===== config.mk =====
export PLATFORM = sky130hd
export DESIGN_NAME = ap_txn_tracker_flat
export DESIGN_NICKNAME = d
export VERILOG_FILES = /design/src/rtl/ap_txn_pkg.sv /design/src/rtl/ap_txn_tracker_if.sv /design/src/rtl/ap_txn_rec_fifo.sv /design/src/rtl/ap_txn_tracker.sv /design/src/flat_wrapper.sv
export SDC_FILE = /design/constraint.sdc
export NUM_CORES = 1
export LEC_CHECK = 0
export CORE_ASPECT_RATIO = 1.75
export CORE_MARGIN = 5
export CORE_UTILIZATION = 56
export CTS_CLUSTER_DIAMETER = 50
export DETAILED_ROUTE_END_ITERATION = 6
export PLACE_DENSITY = 0.77
export SLEW_MARGIN = 30
export SYNTH_ARGS = -nofsm -noshare
export SYNTH_HDL_FRONTEND = slang
export SYNTH_SLANG_ARGS = --single-unit
export TNS_END_PERCENT = 50

===== constraint.sdc =====
create_clock -name ap_clk -period 9.16 [get_ports ap_clk]
set_input_delay 2.748 -clock ap_clk [delete_from_list [all_inputs] [get_ports ap_clk]]
set_output_delay 2.748 -clock ap_clk [all_outputs]
set_load 0.01 [all_outputs]

===== src/rtl/ap_txn_pkg.sv =====
`default_nettype none
// ============================================================================
//  Module   : ap_txn_pkg
//  Brief    : Shared types for the ap_ctrl_chain transaction tracker:
//             start-queue entry, completed-transaction record and the
//             start-capture FSM encoding.
//             Optional feature macro: AP_TXN_TRACKER_STALL_CNT_EN adds a
//             stall field to the record.
//  Revision : 1.0  initial release
// ============================================================================
package ap_txn_pkg;

    // Record field widths. The tracker's CNT_W / ID_W parameters must match
    // these because the record layout is fixed here.
    localparam int AP_CNT_W = 32;
    localparam int AP_ID_W  = 16;

    // Start-capture FSM states
    typedef enum logic [0:0] {
        ST_ARMED      = 1'b0,
        ST_WAIT_READY = 1'b1
    } ap_txn_state_e;

    // One outstanding transaction: captured when ap_start is accepted
    typedef struct packed {
        logic [AP_ID_W-1:0]  id;
        logic [AP_CNT_W-1:0] start;
        logic [AP_CNT_W-1:0] interval;
    } ap_txn_start_t;

    // One completed transaction handed to the monitor
    typedef struct packed {
        logic [AP_ID_W-1:0]  id;
        logic [AP_CNT_W-1:0] start;
        logic [AP_CNT_W-1:0] latency;
        logic [AP_CNT_W-1:0] interval;
`ifdef AP_TXN_TRACKER_STALL_CNT_EN
        logic [AP_CNT_W-1:0] stall;
`endif
    } ap_txn_rec_t;

    // Modulo-2^CNT_W difference used for latency and interval
    function automatic logic [AP_CNT_W-1:0] cnt_diff(
        input logic [AP_CNT_W-1:0] a,
        input logic [AP_CNT_W-1:0] b
    );
        return a - b;
    endfunction

endpackage
`default_nettype wire


===== src/rtl/ap_txn_tracker_if.sv =====
`default_nettype none
// ============================================================================
//  Module   : ap_txn_tracker_if
//  Brief    : ap_ctrl_chain handshake observed by the tracker plus the
//             valid/ready record output and status flags.
//             master = HLS instance / consumer side, slave = tracker.
//             Optional feature macro: AP_TXN_TRACKER_STALL_CNT_EN adds
//             rec_stall.
//  Revision : 1.0  initial release
// ============================================================================
interface ap_txn_tracker_if
    import ap_txn_pkg::*;
#(
    parameter int CNT_W = AP_CNT_W,
    parameter int ID_W  = AP_ID_W
);
    logic             ap_start;
    logic             ap_ready;
    logic             ap_done;
    logic             ap_continue;
    logic             finish;
    logic             rec_valid;
    logic             rec_ready;
    logic [ID_W-1:0]  rec_id;
    logic [CNT_W-1:0] rec_start;
    logic [CNT_W-1:0] rec_latency;
    logic [CNT_W-1:0] rec_interval;
`ifdef AP_TXN_TRACKER_STALL_CNT_EN
    logic [CNT_W-1:0] rec_stall;
`endif
    logic [ID_W-1:0]  txn_count;
    logic             overflow;
    logic             proto_err;
    logic             drained;

    modport master (
        output ap_start, ap_ready, ap_done, ap_continue, finish, rec_ready,
        input  rec_valid, rec_id, rec_start, rec_latency, rec_interval,
`ifdef AP_TXN_TRACKER_STALL_CNT_EN
        input  rec_stall,
`endif
        input  txn_count, overflow, proto_err, drained
    );

    modport slave (
        input  ap_start, ap_ready, ap_done, ap_continue, finish, rec_ready,
        output rec_valid, rec_id, rec_start, rec_latency, rec_interval,
`ifdef AP_TXN_TRACKER_STALL_CNT_EN
        output rec_stall,
`endif
        output txn_count, overflow, proto_err, drained
    );
endinterface
`default_nettype wire


===== src/rtl/ap_txn_rec_fifo.sv =====
`default_nettype none
// ============================================================================
//  Module   : ap_txn_rec_fifo
//  Brief    : Generic first-word-fall-through synchronous FIFO. data_o shows
//             the head entry whenever empty_o is low. A push into a full
//             FIFO is accepted only if a pop happens in the same cycle.
//             DEPTH must be a power of two, at least 2.
//  Revision : 1.0  initial release
// ============================================================================
module ap_txn_rec_fifo #(
    parameter type T     = logic [7:0],
    parameter int  DEPTH = 4
) (
    input  wire logic clk,
    input  wire logic rst_n,
    input  wire logic push_i,
    input  wire T     data_i,
    input  wire logic pop_i,
    output T          data_o,
    output logic      empty_o,
    output logic      accept_o
);
    localparam int            AW       = (DEPTH > 1) ? $clog2(DEPTH) : 1;
    localparam logic [AW:0]   FULL_CNT = (AW+1)'(DEPTH);
    localparam logic [AW-1:0] LAST_IDX = AW'(DEPTH - 1);

    T              mem_q [DEPTH];
    logic [AW-1:0] wr_ptr_q;
    logic [AW-1:0] rd_ptr_q;
    logic [AW:0]   count_q;
    logic          pop_ok;
    logic          push_ok;

    assign empty_o  = (count_q == '0);
    assign pop_ok   = pop_i & ~empty_o;
    assign push_ok  = push_i & ((count_q != FULL_CNT) | pop_ok);
    assign accept_o = push_ok;
    assign data_o   = mem_q[rd_ptr_q];

    // Storage array; contents are don't-care until written, so no reset
    always_ff @(posedge clk) begin
        if (push_ok) begin
            mem_q[wr_ptr_q] <= data_i;
        end
    end

    // Pointer and occupancy bookkeeping
    always_ff @(posedge clk or negedge rst_n) begin
        if (!rst_n) begin
            wr_ptr_q <= '0;
            rd_ptr_q <= '0;
            count_q  <= '0;
        end else begin
            if (push_ok) begin
                wr_ptr_q <= (wr_ptr_q == LAST_IDX) ? '0 : wr_ptr_q + 1'b1;
            end
            if (pop_ok) begin
                rd_ptr_q <= (rd_ptr_q == LAST_IDX) ? '0 : rd_ptr_q + 1'b1;
            end
            if (push_ok && !pop_ok) begin
                count_q <= count_q + 1'b1;
            end else if (pop_ok && !push_ok) begin
                count_q <= count_q - 1'b1;
            end
        end
    end
endmodule
`default_nettype wire


===== src/rtl/ap_txn_tracker.sv =====
`default_nettype none
// ============================================================================
//  Module   : ap_txn_tracker
//  Brief    : Watches one HLS ap_ctrl_chain instance, timestamps each start,
//             matches it with the next done and emits {id, start, latency,
//             interval} records through a FWFT valid/ready FIFO.
//             Optional feature macro: AP_TXN_TRACKER_STALL_CNT_EN adds
//             rec_stall (done-held-without-continue cycle count).
//  Revision : 1.0  initial release
// ============================================================================
module ap_txn_tracker
    import ap_txn_pkg::*;
#(
    parameter int CNT_W = AP_CNT_W,   // must equal AP_CNT_W
    parameter int ID_W  = AP_ID_W,    // must equal AP_ID_W
    parameter int OUTST = 4,
    parameter int DEPTH = 8
) (
    input  wire logic       ap_clk,
    input  wire logic       ap_rst_n,
    ap_txn_tracker_if.slave bus
);
    ap_txn_state_e    state_q, state_d;
    logic [CNT_W-1:0] now_q;
    logic [CNT_W-1:0] prev_start_q;
    logic             have_prev_q;
    logic [ID_W-1:0]  next_id_q;
    logic [ID_W-1:0]  txn_count_q;
    logic             overflow_q;
    logic             proto_err_q;
`ifdef AP_TXN_TRACKER_STALL_CNT_EN
    logic [CNT_W-1:0] stall_q;
`endif

    logic          start_evt;
    logic          done_evt;
    ap_txn_start_t sq_din, sq_head;
    logic          sq_empty, sq_accept, sq_pop;
    ap_txn_rec_t   rf_din, rf_head;
    logic          rf_empty, rf_accept, rf_push, rf_pop;

    assign start_evt = (state_q == ST_ARMED) & bus.ap_start & ~bus.finish;
    assign done_evt  = bus.ap_done & bus.ap_continue;
    assign sq_pop    = done_evt & ~sq_empty;
    assign rf_push   = sq_pop;
    assign rf_pop    = ~rf_empty & bus.rec_ready;

    // Start-queue entry: id, timestamp and distance from the previous start
    always_comb begin
        sq_din          = '0;
        sq_din.id       = next_id_q;
        sq_din.start    = now_q;
        sq_din.interval = have_prev_q ? cnt_diff(now_q, prev_start_q) : '0;
    end

    // Completed record formed from the oldest outstanding start
    always_comb begin
        rf_din          = '0;
        rf_din.id       = sq_head.id;
        rf_din.start    = sq_head.start;
        rf_din.latency  = cnt_diff(now_q, sq_head.start);
        rf_din.interval = sq_head.interval;
`ifdef AP_TXN_TRACKER_STALL_CNT_EN
        rf_din.stall    = stall_q;
`endif
    end

    ap_txn_rec_fifo #(
        .T     (ap_txn_start_t),
        .DEPTH (OUTST)
    ) u_start_q (
        .clk      (ap_clk),
        .rst_n    (ap_rst_n),
        .push_i   (start_evt),
        .data_i   (sq_din),
        .pop_i    (sq_pop),
        .data_o   (sq_head),
        .empty_o  (sq_empty),
        .accept_o (sq_accept)
    );

    ap_txn_rec_fifo #(
        .T     (ap_txn_rec_t),
        .DEPTH (DEPTH)
    ) u_rec_fifo (
        .clk      (ap_clk),
        .rst_n    (ap_rst_n),
        .push_i   (rf_push),
        .data_i   (rf_din),
        .pop_i    (rf_pop),
        .data_o   (rf_head),
        .empty_o  (rf_empty),
        .accept_o (rf_accept)
    );

    // Start-capture FSM state register
    always_ff @(posedge ap_clk or negedge ap_rst_n) begin
        if (!ap_rst_n) begin
            state_q <= ST_ARMED;
        end else begin
            state_q <= state_d;
        end
    end

    // A start without ready waits for ready before another start can count
    always_comb begin
        state_d = state_q;
        case (state_q)
            ST_ARMED: begin
                if (start_evt && !bus.ap_ready) begin
                    state_d = ST_WAIT_READY;
                end
            end
            ST_WAIT_READY: begin
                if (bus.ap_ready) begin
                    state_d = ST_ARMED;
                end
            end
            default: state_d = ST_ARMED;
        endcase
    end

    // Cycle counter, id/count tracking and sticky error flags
    always_ff @(posedge ap_clk or negedge ap_rst_n) begin
        if (!ap_rst_n) begin
            now_q        <= '0;
            prev_start_q <= '0;
            have_prev_q  <= 1'b0;
            next_id_q    <= '0;
            txn_count_q  <= '0;
            overflow_q   <= 1'b0;
            proto_err_q  <= 1'b0;
        end else begin
            now_q <= now_q + 1'b1;
            if (start_evt) begin
                // dropped starts still consume an id and advance the interval base
                prev_start_q <= now_q;
                have_prev_q  <= 1'b1;
                next_id_q    <= next_id_q + 1'b1;
            end
            if (rf_push) begin
                txn_count_q <= txn_count_q + 1'b1;
            end
            if ((start_evt && !sq_accept) || (rf_push && !rf_accept)) begin
                overflow_q <= 1'b1;
            end
            if (done_evt && sq_empty) begin
                proto_err_q <= 1'b1;
            end
        end
    end

`ifdef AP_TXN_TRACKER_STALL_CNT_EN
    // Cycles spent with done held back by ap_continue since the last done event
    always_ff @(posedge ap_clk or negedge ap_rst_n) begin
        if (!ap_rst_n) begin
            stall_q <= '0;
        end else if (done_evt) begin
            stall_q <= '0;
        end else if (bus.ap_done) begin
            stall_q <= stall_q + 1'b1;
        end
    end

    assign bus.rec_stall = rf_empty ? '0 : rf_head.stall;
`endif

    // Record outputs read as zero while no record is pending
    assign bus.rec_valid    = ~rf_empty;
    assign bus.rec_id       = rf_empty ? '0 : rf_head.id;
    assign bus.rec_start    = rf_empty ? '0 : rf_head.start;
    assign bus.rec_latency  = rf_empty ? '0 : rf_head.latency;
    assign bus.rec_interval = rf_empty ? '0 : rf_head.interval;
    assign bus.txn_count    = txn_count_q;
    assign bus.overflow     = overflow_q;
    assign bus.proto_err    = proto_err_q;
    assign bus.drained      = bus.finish & sq_empty & rf_empty;
endmodule
`default_nettype wire


===== src/flat_wrapper.sv =====
// flat-port wrapper written by rule: the top's interface ports become plain ports
module ap_txn_tracker_flat import ap_txn_pkg::*;
#(
    parameter int CNT_W = AP_CNT_W,                         
    parameter int ID_W  = AP_ID_W,                         
    parameter int OUTST = 4,
    parameter int DEPTH = 8
)
  (ap_clk, ap_rst_n, bus_ap_start, bus_ap_ready, bus_ap_done, bus_ap_continue, bus_finish, bus_rec_ready, bus_rec_valid, bus_rec_id, bus_rec_start, bus_rec_latency, bus_rec_interval, bus_txn_count, bus_overflow, bus_proto_err, bus_drained);
  ap_txn_tracker_if #(.CNT_W(CNT_W), .ID_W(ID_W)) bus_i ();
  input  wire logic ap_clk;
  input  wire logic ap_rst_n;
  input wire logic [$bits(bus_i.ap_start)-1:0] bus_ap_start;
  input wire logic [$bits(bus_i.ap_ready)-1:0] bus_ap_ready;
  input wire logic [$bits(bus_i.ap_done)-1:0] bus_ap_done;
  input wire logic [$bits(bus_i.ap_continue)-1:0] bus_ap_continue;
  input wire logic [$bits(bus_i.finish)-1:0] bus_finish;
  input wire logic [$bits(bus_i.rec_ready)-1:0] bus_rec_ready;
  output wire logic [$bits(bus_i.rec_valid)-1:0] bus_rec_valid;
  output wire logic [$bits(bus_i.rec_id)-1:0] bus_rec_id;
  output wire logic [$bits(bus_i.rec_start)-1:0] bus_rec_start;
  output wire logic [$bits(bus_i.rec_latency)-1:0] bus_rec_latency;
  output wire logic [$bits(bus_i.rec_interval)-1:0] bus_rec_interval;
  output wire logic [$bits(bus_i.txn_count)-1:0] bus_txn_count;
  output wire logic [$bits(bus_i.overflow)-1:0] bus_overflow;
  output wire logic [$bits(bus_i.proto_err)-1:0] bus_proto_err;
  output wire logic [$bits(bus_i.drained)-1:0] bus_drained;
  assign bus_i.ap_start = bus_ap_start;
  assign bus_i.ap_ready = bus_ap_ready;
  assign bus_i.ap_done = bus_ap_done;
  assign bus_i.ap_continue = bus_ap_continue;
  assign bus_i.finish = bus_finish;
  assign bus_i.rec_ready = bus_rec_ready;
  assign bus_rec_valid = bus_i.rec_valid;
  assign bus_rec_id = bus_i.rec_id;
  assign bus_rec_start = bus_i.rec_start;
  assign bus_rec_latency = bus_i.rec_latency;
  assign bus_rec_interval = bus_i.rec_interval;
  assign bus_txn_count = bus_i.txn_count;
  assign bus_overflow = bus_i.overflow;
  assign bus_proto_err = bus_i.proto_err;
  assign bus_drained = bus_i.drained;
  ap_txn_tracker #(.CNT_W(CNT_W), .ID_W(ID_W), .OUTST(OUTST), .DEPTH(DEPTH)) u_core (.ap_clk(ap_clk), .ap_rst_n(ap_rst_n), .bus(bus_i));
endmodule

==> metrics.md <==
| Metric | Value |
|---|---|
| Status | `finished clean` |
| CP Launch Type | `input pin` |
| Worst-Skew Late Latency | `between 0.7 and 0.8 ns` |
| Chip Height | `around 420 microns` |
| Leakage power | `around 21 nW` |
| Hold path start | `u_core.bus.proto_err$_DFFE_PN0P_` |
| Initial antenna violation count | `0` |
| FF-to-FF setup slack | `4.30 ns` |
| Post-CTS setup buffers | `0` |
| Worst r2r dst | `u_core.u_rec_fifo.mem_q[4][56]$_DFFE_PP_` |
| RSZ-0062 raised after global routing | `no` |
| Remaining antenna violation count after routing | `0` |
| Final wirelength | `117000 microns` |
| YS warnings | `0` |
| CTS tree | `yes` |
| ANT cells | `0` |
| DP HPWL | `67900 microns` |
| Combinational power share | `30.9%` |
| Crit path top cell by count | `clkdlybuf4s50_1` |
| R2r startpoint | `u_core.u_start_q.rd_ptr_q[0]$_DFFE_PN0P_` |
| Final Max Slew Viols | `0` |
| Wirelength per Cell | `26.6 microns` |
| Initial Utilization | `around 56%` |
| Yosys cell types | `72` |
| Post-synth top flop | `edfxtp_1` |
| Syn Inst Count | `roughly 2900` |
| Worst-Margin Slew | `0.966 ns` |
| Vias post-DR | `27100` |
| Sw power | `0.00568 W` |
| Vias per inst | `a little over 6` |
| Seq/Total Area, Yosys | `between 70% and 80%` |
| Worst endpoint required time | `around 6.4 ns` |
| Ranking of synthesized cells by area | `edfxtp_1, mux4_2, dfrtp_1` |
| Critical path class | `input pin to output pin` |
| Sw Share | `29.9%` |
| Std cell rows | `151` |
| Yosys reg bits | `1333` |
| Routability Congestion | `0.886` |
| Commonest non-fill, non-tap cells in the layout | `edfxtp_1, mux4_2, nor2_1, clkdlybuf4s50_1, mux2i_1` |
| Final Hold Fails | `0` |
| Synth async-reset ratio | `8.78%` |
| Clk network pwr share | `about a quarter` |
| Clock buffer count from CTS | `112` |
| Vias in the first global route | `between 20000 and 30000` |
| Total Die Area | `103000 sq um` |
| Fin crit share | `73.2%` |
| Commonest non-fill, non-tap cell in the layout | `edfxtp_1` |
| CP max-delay cell | `clkdlybuf4s50_1` |
| Area Overhead vs Synth | `12.4%` |
| Core box area | `96400 sq um` |
| Htree depth | `3` |
| R2R depth | `10` |
| Layout cells sized above 1 | `between 10% and 20%` |
| Power per cell area | `312 nW/um^2` |
| DR DRC count | `0` |
| Maximum VDD drop | `0.281 mV` |
| Sequential power share | `43.7%` |
| Top cell type's share of synthesized area | `around 67%` |
| First-pass GRT wire length | `approximately 180000 microns` |
| CP Buf/Inv Count | `2` |
| Nets | `3154` |
| Cell internal pwr | `0.0133 W` |
| Die Span X | `about 250 microns` |
| Final setup TNS | `0 ns` |
| Final setup violation count | `0` |
| Number of max-cap violations | `0` |
| Worst path cell trace | `clkdlybuf4s50_1 -> and3_1 -> clkdlybuf4s50_1` |
| Clk buf depth | `3` |
| DR iter-0 viols | `2314` |
| Hold EP | `u_core.bus.proto_err$_DFFE_PN0P_` |
| Min-Delay Path Depth | `1` |
| Critical path's largest stage delay | `0.54 ns` |
| Clock Sinks | `~1300` |
| IO Count | `140` |
| Delay-heaviest family, CP | `buffers and inverters` |
| Gr usage total | `a little under a quarter` |
| Worst-path fanout max | `2` |
| Drt first pass iters | `6` |
| CTS Hold Bufs | `0` |
| Worst clock skew | `0.0220 ns` |
| Post-synth top area cell | `edfxtp_1` |
| Reg clk slew, reported paths | `0.06 ns` |
| Worst min-delay path class | `flip-flop to flip-flop` |
| Crit path DAT | `approximately 4.0 ns` |
| Total power | `0.0190 W` |
| Resize count post-CTS | `0` |
| Post-Syn Area per Cell | `18.8 sq um` |
| Max Fclk | `149 MHz` |
| Largest net degree at the start of global routing | `113` |
| Setup crit end kind | `output pin` |
| Port buffer count | `~140` |
| Clock period minus worst slack | `6.70 ns` |
| Syn Nets | `just under 3000` |
| Mapped cell area | `about 54000 sq um` |
| GRT Residual Overflow | `0` |
| Max-slew headroom | `a little over a third` |
| EDFF count, synth | `around 1200` |
| Root Buffer | `clkbuf_16` |
[routing by layer]
layer	vias up	track usage, %	routed length [microns]
met5	-	0	0
met4	0	6.87	3330
met3	189	3.02	5030
met2	759	41.0	62900
met1	14300	29.0	45400
li1	11800	-	-
[cell type report]
cell class / instances / area, sq um
clock buffer: 140 / 2960
clock inverter: 70 / 766
fill: 6473 / 35500
inverter: 91 / 342
multi-input combinational: 1340 / 14000
sequential: 1333 / 39500
tap: 1224 / 1530
timing repair buffer: 186 / 1840
[sequential cells by signal, indices dropped and copies added (netlist names)]
name and flops:
u_core.bus.overflow 1, u_core.bus.proto_err 1, u_core.bus.txn_count 16, u_core.have_prev_q 1, u_core.next_id_q 16, u_core.now_q 32, u_core.prev_start_q 32, u_core.state_q 1
u_core.u_rec_fifo.count_q 4, u_core.u_rec_fifo.mem_q 896, u_core.u_rec_fifo.rd_ptr_q 3, u_core.u_rec_fifo.wr_ptr_q 3, u_core.u_start_q.count_q 3, u_core.u_start_q.mem_q 320, u_core.u_start_q.rd_ptr_q 2, u_core.u_start_q.wr_ptr_q 2
[logic make-up after synthesis]
group	after synthesis	synth area share (%)
XOR/XNOR	106	1.71
multiplexers	430	15.0
AO/OA/AOI/OAI	244	2.95
AND/OR/NAND/NOR	478	4.01
adder cells (fa/ha/maj)	82	1.95
flip-flops	1333	72.8
buffers and inverters	212	1.57
[power groups by stage]
stage               sequential (W)  clock (W)  combinational [W]
floorplan                  0.00824          0            0.00382
global placement           0.00838          0            0.00571
detailed placement         0.00844          0            0.00591
CTS                        0.00832    0.00491            0.00596
global route               0.00836    0.00517            0.00633
finish                     0.00831    0.00483            0.00588
[stage by stage]
step | cells | setup WS [ns] | hold slack, ns | utilization (%) | cell area (sq um)
3_3_place_gp | 4174 | 2.46 | 0.463 | 59.3 | 57100
6_report | 4384 | 2.46 | 0.488 | 63.2 | 60900
4_1_cts | 4384 | 2.36 | 0.484 | 63.2 | 60900
2_1_floorplan | 2885 | -2.68 | 0.463 | - | 54200
5_1_grt | 4384 | 2.25 | 0.515 | 63.2 | 60900
3_5_place_dp | 4174 | 2.47 | 0.469 | 59.3 | 57100
[worst max path at each step]
stage	start	end	slack [ns]	depth (start not counted)
2_1_floorplan	bus_ap_done	u_core.u_rec_fifo.mem_q[1][0]$_DFFE_PP_	-2.68	6
5_1_grt	u_core.u_rec_fifo.rd_ptr_q[0]$_DFFE_PN0P_	bus_rec_start[9]	2.25	5
3_3_place_gp	bus_finish	bus_drained	2.46	3
4_1_cts	u_core.u_rec_fifo.rd_ptr_q[0]$_DFFE_PN0P_	bus_rec_start[9]	2.36	5
6_report	bus_finish	bus_drained	2.46	3
3_5_place_dp	bus_finish	bus_drained	2.47	3
[synth_stat cells, types with 6 or more instances]
master,count
xor2_1,32
ha_1,78
or2_2,7
o21a_1,16
mux2_2,8
inv_1,90
nand2b_1,18
dfrtp_1,117
and4_1,6
nand2_1,117
mux2i_1,118
o21bai_1,7
a31oi_1,9
mux4_2,304
nand3_1,39
and3_1,24
nor2b_1,13
a21o_1,26
nor2_1,192
a21oi_1,60
o211ai_1,8
xnor2_1,74
clkbuf_1,63
buf_2,31
nor3_1,24
edfxtp_1,1216
buf_1,23
nand4_1,21
o21ai_0,70
Power figures use the tool's default switching activity.
